$ cat src/rtl/next_pc_unit.sv
// next_pc_unit: registered next-PC target computation with a one-deep
// valid/ready output stage and an optional return-address stack.
// The return-address stack is built only when NEXT_PC_UNIT_RAS_EN is defined.
// Otherwise oRasValid and oRasTarget are tied to zero.

package next_pc_unit_pkg;
  typedef enum logic [2:0] {
    TYPE_OTHER,
    JUMP,
    BRANCH,
    TYPE_LOAD,
    TYPE_STORE,
    TYPE_ALU
  } InstructionTypes;

  typedef enum logic [1:0] {
    SUBTYPE_NONE,
    JUMP_LINK,
    JUMP_LINK_REG
  } InstructionSubTypes;
endpackage

module next_pc_unit
  import next_pc_unit_pkg::*;
#(
  parameter int XLEN      = 32,
  parameter int RAS_DEPTH = 8
) (
  input  logic                iClk,
  input  logic                iRstN,
  input  logic                iValid,
  output logic                oReady,
  input  InstructionTypes     iInstructionType,
  input  InstructionSubTypes  iInstructionSubType,
  input  logic [XLEN-1:0]     iPC,
  input  logic [XLEN-1:0]     iImmExt,
  input  logic [XLEN-1:0]     iRegOffset,
  input  logic                iIsCall,
  input  logic                iIsReturn,
  input  logic                iFlush,
  output logic                oValid,
  input  logic                iReady,
  output logic [XLEN-1:0]     oPCTarget,
  output logic                oMisaligned,
  output logic [XLEN-1:0]     oRasTarget,
  output logic                oRasValid
);

  // Register-relative jumps drop bit 0 of the sum; all other targets are used as-is.
  function automatic logic [XLEN-1:0] align_target(input logic [XLEN-1:0] raw,
                                                   input logic            reg_rel);
    align_target = reg_rel ? {raw[XLEN-1:1], 1'b0} : raw;
  endfunction

  // After bit 0 is cleared only bit 1 can break 4-byte alignment of a register-relative target.
  function automatic logic check_misaligned(input logic [XLEN-1:0] raw,
                                            input logic            reg_rel);
    check_misaligned = reg_rel ? raw[1] : (|raw[1:0]);
  endfunction

  logic            reg_rel_p0;
  logic [XLEN-1:0] base_p0;
  logic [XLEN-1:0] raw_p0;
  logic            accept_p0;

  logic            vld_p1;
  logic [XLEN-1:0] target_p1;
  logic            misaligned_p1;

  assign oReady    = !vld_p1 || iReady;
  assign accept_p0 = iValid && oReady && !iFlush;

  // Stage p0: pick the base operand and form the raw target sum.
  always_comb begin
    reg_rel_p0 = (iInstructionType == JUMP) && (iInstructionSubType == JUMP_LINK_REG);
    base_p0    = reg_rel_p0 ? iRegOffset : iPC;
    raw_p0     = base_p0 + iImmExt;
  end

  // Stage p0 -> p1: output register, loads on accept and holds while the consumer stalls.
  always_ff @(posedge iClk) begin
    if (!iRstN) begin
      vld_p1        <= 1'b0;
      target_p1     <= '0;
      misaligned_p1 <= 1'b0;
    end else if (iFlush) begin
      vld_p1 <= 1'b0;
    end else if (accept_p0) begin
      vld_p1        <= 1'b1;
      target_p1     <= align_target(raw_p0, reg_rel_p0);
      misaligned_p1 <= check_misaligned(raw_p0, reg_rel_p0);
    end else if (iReady) begin
      vld_p1 <= 1'b0;
    end
  end

  assign oValid      = vld_p1;
  assign oPCTarget   = target_p1;
  assign oMisaligned = misaligned_p1;

`ifdef NEXT_PC_UNIT_RAS_EN
  localparam int PTR_W = (RAS_DEPTH > 1) ? $clog2(RAS_DEPTH) : 1;
  localparam int CNT_W = $clog2(RAS_DEPTH + 1);
  localparam logic [CNT_W-1:0] CNT_FULL = CNT_W'(RAS_DEPTH);

  logic [XLEN-1:0]  ras_mem [RAS_DEPTH];
  logic [PTR_W-1:0] ras_ptr;
  logic [CNT_W-1:0] ras_cnt;
  logic [PTR_W-1:0] ras_ptr_nxt;
  logic [CNT_W-1:0] ras_cnt_nxt;
  logic [PTR_W-1:0] wr_idx;
  logic             wr_en;
  logic [XLEN-1:0]  ret_addr;
  logic             ras_empty;

  assign ret_addr  = iPC + XLEN'(4);
  assign ras_empty = (ras_cnt == '0);

  // Decide push / replace-top / pop for an accepted request; the top pointer marks the newest entry.
  always_comb begin
    ras_ptr_nxt = ras_ptr;
    ras_cnt_nxt = ras_cnt;
    wr_idx      = ras_ptr;
    wr_en       = 1'b0;
    if (accept_p0) begin
      if (iIsCall && iIsReturn && !ras_empty) begin
        wr_en = 1'b1;
      end else if (iIsCall) begin
        wr_en       = 1'b1;
        wr_idx      = ras_ptr + PTR_W'(1);
        ras_ptr_nxt = ras_ptr + PTR_W'(1);
        ras_cnt_nxt = (ras_cnt == CNT_FULL) ? ras_cnt : ras_cnt + CNT_W'(1);
      end else if (iIsReturn && !ras_empty) begin
        ras_ptr_nxt = ras_ptr - PTR_W'(1);
        ras_cnt_nxt = ras_cnt - CNT_W'(1);
      end
    end
  end

  // Stack pointer and occupancy; a full stack wraps onto its oldest entry.
  always_ff @(posedge iClk) begin
    if (!iRstN) begin
      ras_ptr <= '0;
      ras_cnt <= '0;
    end else begin
      ras_ptr <= ras_ptr_nxt;
      ras_cnt <= ras_cnt_nxt;
    end
  end

  // Stack storage is not cleared; reset only blocks writes.
  always_ff @(posedge iClk) begin
    if (iRstN && wr_en) begin
      ras_mem[wr_idx] <= ret_addr;
    end
  end

  assign oRasValid  = !ras_empty;
  assign oRasTarget = ras_empty ? '0 : ras_mem[ras_ptr];
`else
  logic unused_ras_inputs;

  assign unused_ras_inputs = ^{iIsCall, iIsReturn, accept_p0};
  assign oRasValid         = 1'b0;
  assign oRasTarget        = '0;
`endif

endmodule

$ cat config.mk
export PLATFORM = sky130hd
export DESIGN_NAME = next_pc_unit
export DESIGN_NICKNAME = d
export VERILOG_FILES = /design/src/rtl/next_pc_unit.sv
export SDC_FILE = /design/constraint.sdc
export NUM_CORES = 1
export LEC_CHECK = 0
export BUFFER_PORTS_ARGS = -buffer_cell sky130_fd_sc_hd__buf_2
export CORE_ASPECT_RATIO = 1.5
export CORE_UTILIZATION = 48
export CTS_BUF_LIST = sky130_fd_sc_hd__clkbuf_4 sky130_fd_sc_hd__clkbuf_8 sky130_fd_sc_hd__clkbuf_16
export CTS_CLUSTER_DIAMETER = 80
export CTS_CLUSTER_SIZE = 28
export DETAILED_ROUTE_END_ITERATION = 12
export PLACE_DENSITY = 0.91
export SLEW_MARGIN = 20
export SYNTH_ARGS = -nofsm -noshare
export SYNTH_HDL_FRONTEND = slang
export SYNTH_SLANG_ARGS = --single-unit
$ cat constraint.sdc
create_clock -name iClk -period 4.52 [get_ports iClk]
set_input_delay 0.452 -clock iClk [delete_from_list [all_inputs] [get_ports iClk]]
set_output_delay 0.452 -clock iClk [all_outputs]
set_load 0.01 [all_outputs]
==> metrics.md <==
| Metric | Value |
|---|---|
| Top Usage Layer GRT | met2 |
| Max incr delay on CP | approximately 570 ps |
| Outcome | completed |
| Hold Slack | 377 ps |
| Initial Util | roughly 50% |
| Root Driver | clkbuf_8 |
| Worst Tran Pin Value | approximately 920 ps |
| Avg Inst Size Synth | just under 8 um^2 |
| Critical Path RT | around 4700 ps |
| Hold Path Depth | 2 |
| CTS tree | yes |
| EDFF count, synth | 0 |
| Slowest-stage cell, CP | a211oi_1 |
| Hold Crit Class | primary input to flip-flop |
| Setup crit start kind | primary input |
| Global Route met3 Usage | under 10% |
| Post-synth cell types | 60 |
| Via Count | 3846 |
| Asr flop ratio synth | 0% |
| Met2 Use GR | a little under half |
| RSZ-0062 raised after global routing | false |
| Row cnt | 38 |
| Buf/Inv on CP | 3 |
| Worst skew pair latency | between 200 and 300 ps |
| FF-to-FF End | oPCTarget[28] |
| R2r startpoint | oValid |
| # DRC | 0 |
| Setup TNS | 0 ps |
| WS Path Type | primary input to flip-flop |
| Post-synthesis sequential area ratio | a little under a fifth |
| Number of H-tree levels | 2 |
| Die Y | between 100 and 150 um |
| YS warnings | 0 |
| Placed Area | between 4000 and 5000 um^2 |
| Yosys reg bits | 34 |
| Max cap viols | 0 |
| Post-Syn Area | 3600 um^2 |
| Setup violations, final | 0 |
| Critical Path Stages | 15 |
| Post-CTS sizing | 0 |
| Iter 0 DRT Violations | around 250 |
| Die width | ~73 um |
| Gate count of the mapped netlist | approximately 460 |
| Setup Skew | 3.89 ps |
| Final Wtd Congestion | between 0.9 and 1 |
| P&R area growth vs syn | 20.4% |
| Crit path launch | iInstructionType[2] |
| Via/cell ratio | 5.62 |
| Post-cts hold buffer count | 0 |
| Final HPWL from detailed placement | just over 8000 um |
| Arrival time worst endpoint | ~3700 ps |
| Hold-critical path endpoint | oValid |
| Worst VDD drop | approximately 0.12 mV |
| CTS Buf Count | 5 |
| Max transition margin | roughly two fifths |
| Core area | roughly 7200 um^2 |
| Overall routed net length | between 9000 and 10000 um |
| R2R cell count | 7 |
| Min-delay src | iFlush |
| Worst setup EP type | flip-flop |
| Worst-path cell chain | buf_2, nor2_1, and4b_1, buf_4, mux2_2, ha_1, inv_1, fa_1, and2b_1, o2111ai_1, a2111oi_2, a211oi_1, o31ai_2, xnor2_1, o21ai_1 |
| Clock period minus worst slack | between 3000 and 4000 ps |
| Routed len/inst | between 10 and 15 um |
| Number of global-route vias before repair | between 3000 and 4000 |
| Pins Over Slew Limit | 0 |
| Peak Freq | roughly 0.28 GHz |
| Leak pwr | between 2 and 2.5 nW |
| CTS Buffer Depth | 2 |
| First-pass GRT wire length | around 15000 um |
| Initial DRT Pass Iterations | 7 |
| Layout cell share with drive strength beyond 1 | 33.4% |
| Clock net sink count | 34 |
| Tot Pwr | approximately 1.0 mW |
| Met1 Use GR | between 20% and 30% |
| Ant. Diodes | 0 |
| Top FF cell, synth | dfxtp_1 |
| Setup bufs post-CTS | 0 |
| Worst-path clk slew | ~60 ps |
| Fin crit share | 78.8% |
| Largest net degree at the start of global routing | 25 |
| Final Hold Viols | 0 |
| CP Max Fanout | 15 |
| GR Overflow Total | 0 |
| Nets | around 730 |
| Antenna viol nets, final | 0 |
| Power per cell area | 231 nW/um^2 |
| Worst path top cell family by delay | compound AO/OA/AOI/OAI gates |
| Initial antenna violation count | 0 |
| Final instance area | between 4000 and 5000 um^2 |
| Reg2reg setup slack | ~2300 ps |
| # IOs | between 150 and 200 |
| Tot GR Track Use | approximately 24% |
| IO Port Bufs | 140 |
| Die area | about 7900 um^2 |
power by group:
group / total (mW) / switching (mW) / internal (mW)
Clock: 0.215 / 0.0974 / 0.118
Combinational: 0.448 / 0.256 / 0.193
Sequential: 0.338 / 0.0135 / 0.324
Total: 1.00 / 0.367 / 0.635
stage by stage:
step | instances | setup WS [ps] | util [%]
after floorplan | 487 | 937 | -
after detailed placement | 677 | 720 | 58.8
after global routing | 684 | 652 | 60.0
after CTS | 684 | 1000 | 60.0
after global placement | 677 | 841 | 58.8
final | 684 | 960 | 60.0
Yosys cell counts (4+ instances only):
library cell  number  area [um^2]
dfxtp_1           34          681
a21oi_1           46          230
nor2b_1            4         25.0
o21a_1             7         52.6
xnor2_1           17          149
and3_1             5         31.3
a211oi_1           4         30.0
o21ai_0           28          140
nand4_1           12         75.1
xor2_1             5         43.8
mux2_2            31          349
inv_1             11         41.3
nor2_1            16         60.1
ha_1              34          425
and2_1             4         25.0
nand3_1           20          100
buf_4             33          248
nand2_1           50          188
a21o_1            11         82.6
nor3_1            10         50.1
clkbuf_1          20         75.1
cells in the final DEF (no fill, tap or decap), drive strengths merged, types with 5 or more instances in the layout:
cell,n
nand4,12
inv,11
nand2,50
dfxtp,34
o21ai,30
ha,34
xor2,5
and3,5
o21a,7
clkbuf,7
a21o,11
nor3,11
mux2,31
xnor2,17
buf,143
conb,33
nor2,16
a21oi,47
a211oi,5
nand3,20
cell type report:
| class | instances | area (um^2) |
|---|---|---|
| inverters | 11 | 41.3 |
| flip-flops and latches | 34 | 681 |
| well taps | 100 | 125 |
| fillers | 686 | 2890 |
| clock buffers | 7 | 83.8 |
| repair buffers | 143 | 723 |
| multi-input cells | 389 | 2680 |
per-layer routing:
metal,part of all wire [%],routed length (um),vias up
met3,5.7,558,42
li1,-,-,1853
met1,36,3550,1775
met5,0,0,-
met4,4.7,463,0
met2,53,5190,176
how the worst max path moves through the flow:
stage | end | slack (ps)
global route | oPCTarget[24] | 650
CTS | oPCTarget[30] | 1000
global placement | oPCTarget[30] | 840
detailed placement | oPCTarget[30] | 720
finish | oPCTarget[30] | 960
floorplan | oPCTarget[30] | 940
kinds of logic (layout without fill, tap and decap cells):
family	after synthesis	in the layout	synth area share, %
AOI/OAI and AO/OA	132	132	24.8
xor gates and xnor gates	22	22	5.35
adders and majority gates	35	35	12.4
buffers and inverters	64	161	10.1
DFF	34	34	18.9
muxes	32	32	9.97
other	1	33	0.104
and+or+nand+nor	135	135	18.4
registers in the layout, summed over array words and instances, names as in the netlist:
signal,count
oValid,1
oMisaligned,1
oPCTarget,32
worst reg2reg max path, cell delays in order, from the launching register on:
cell and delay [ps]:
dfxtp_1 320, nor2b_1 240, inv_1 90, nand3b_1 700
nor2_1 220, nand4_1 150, o311ai_0 140, a211o_1 260
Note: power is estimated with default switching activity, not from simulation.
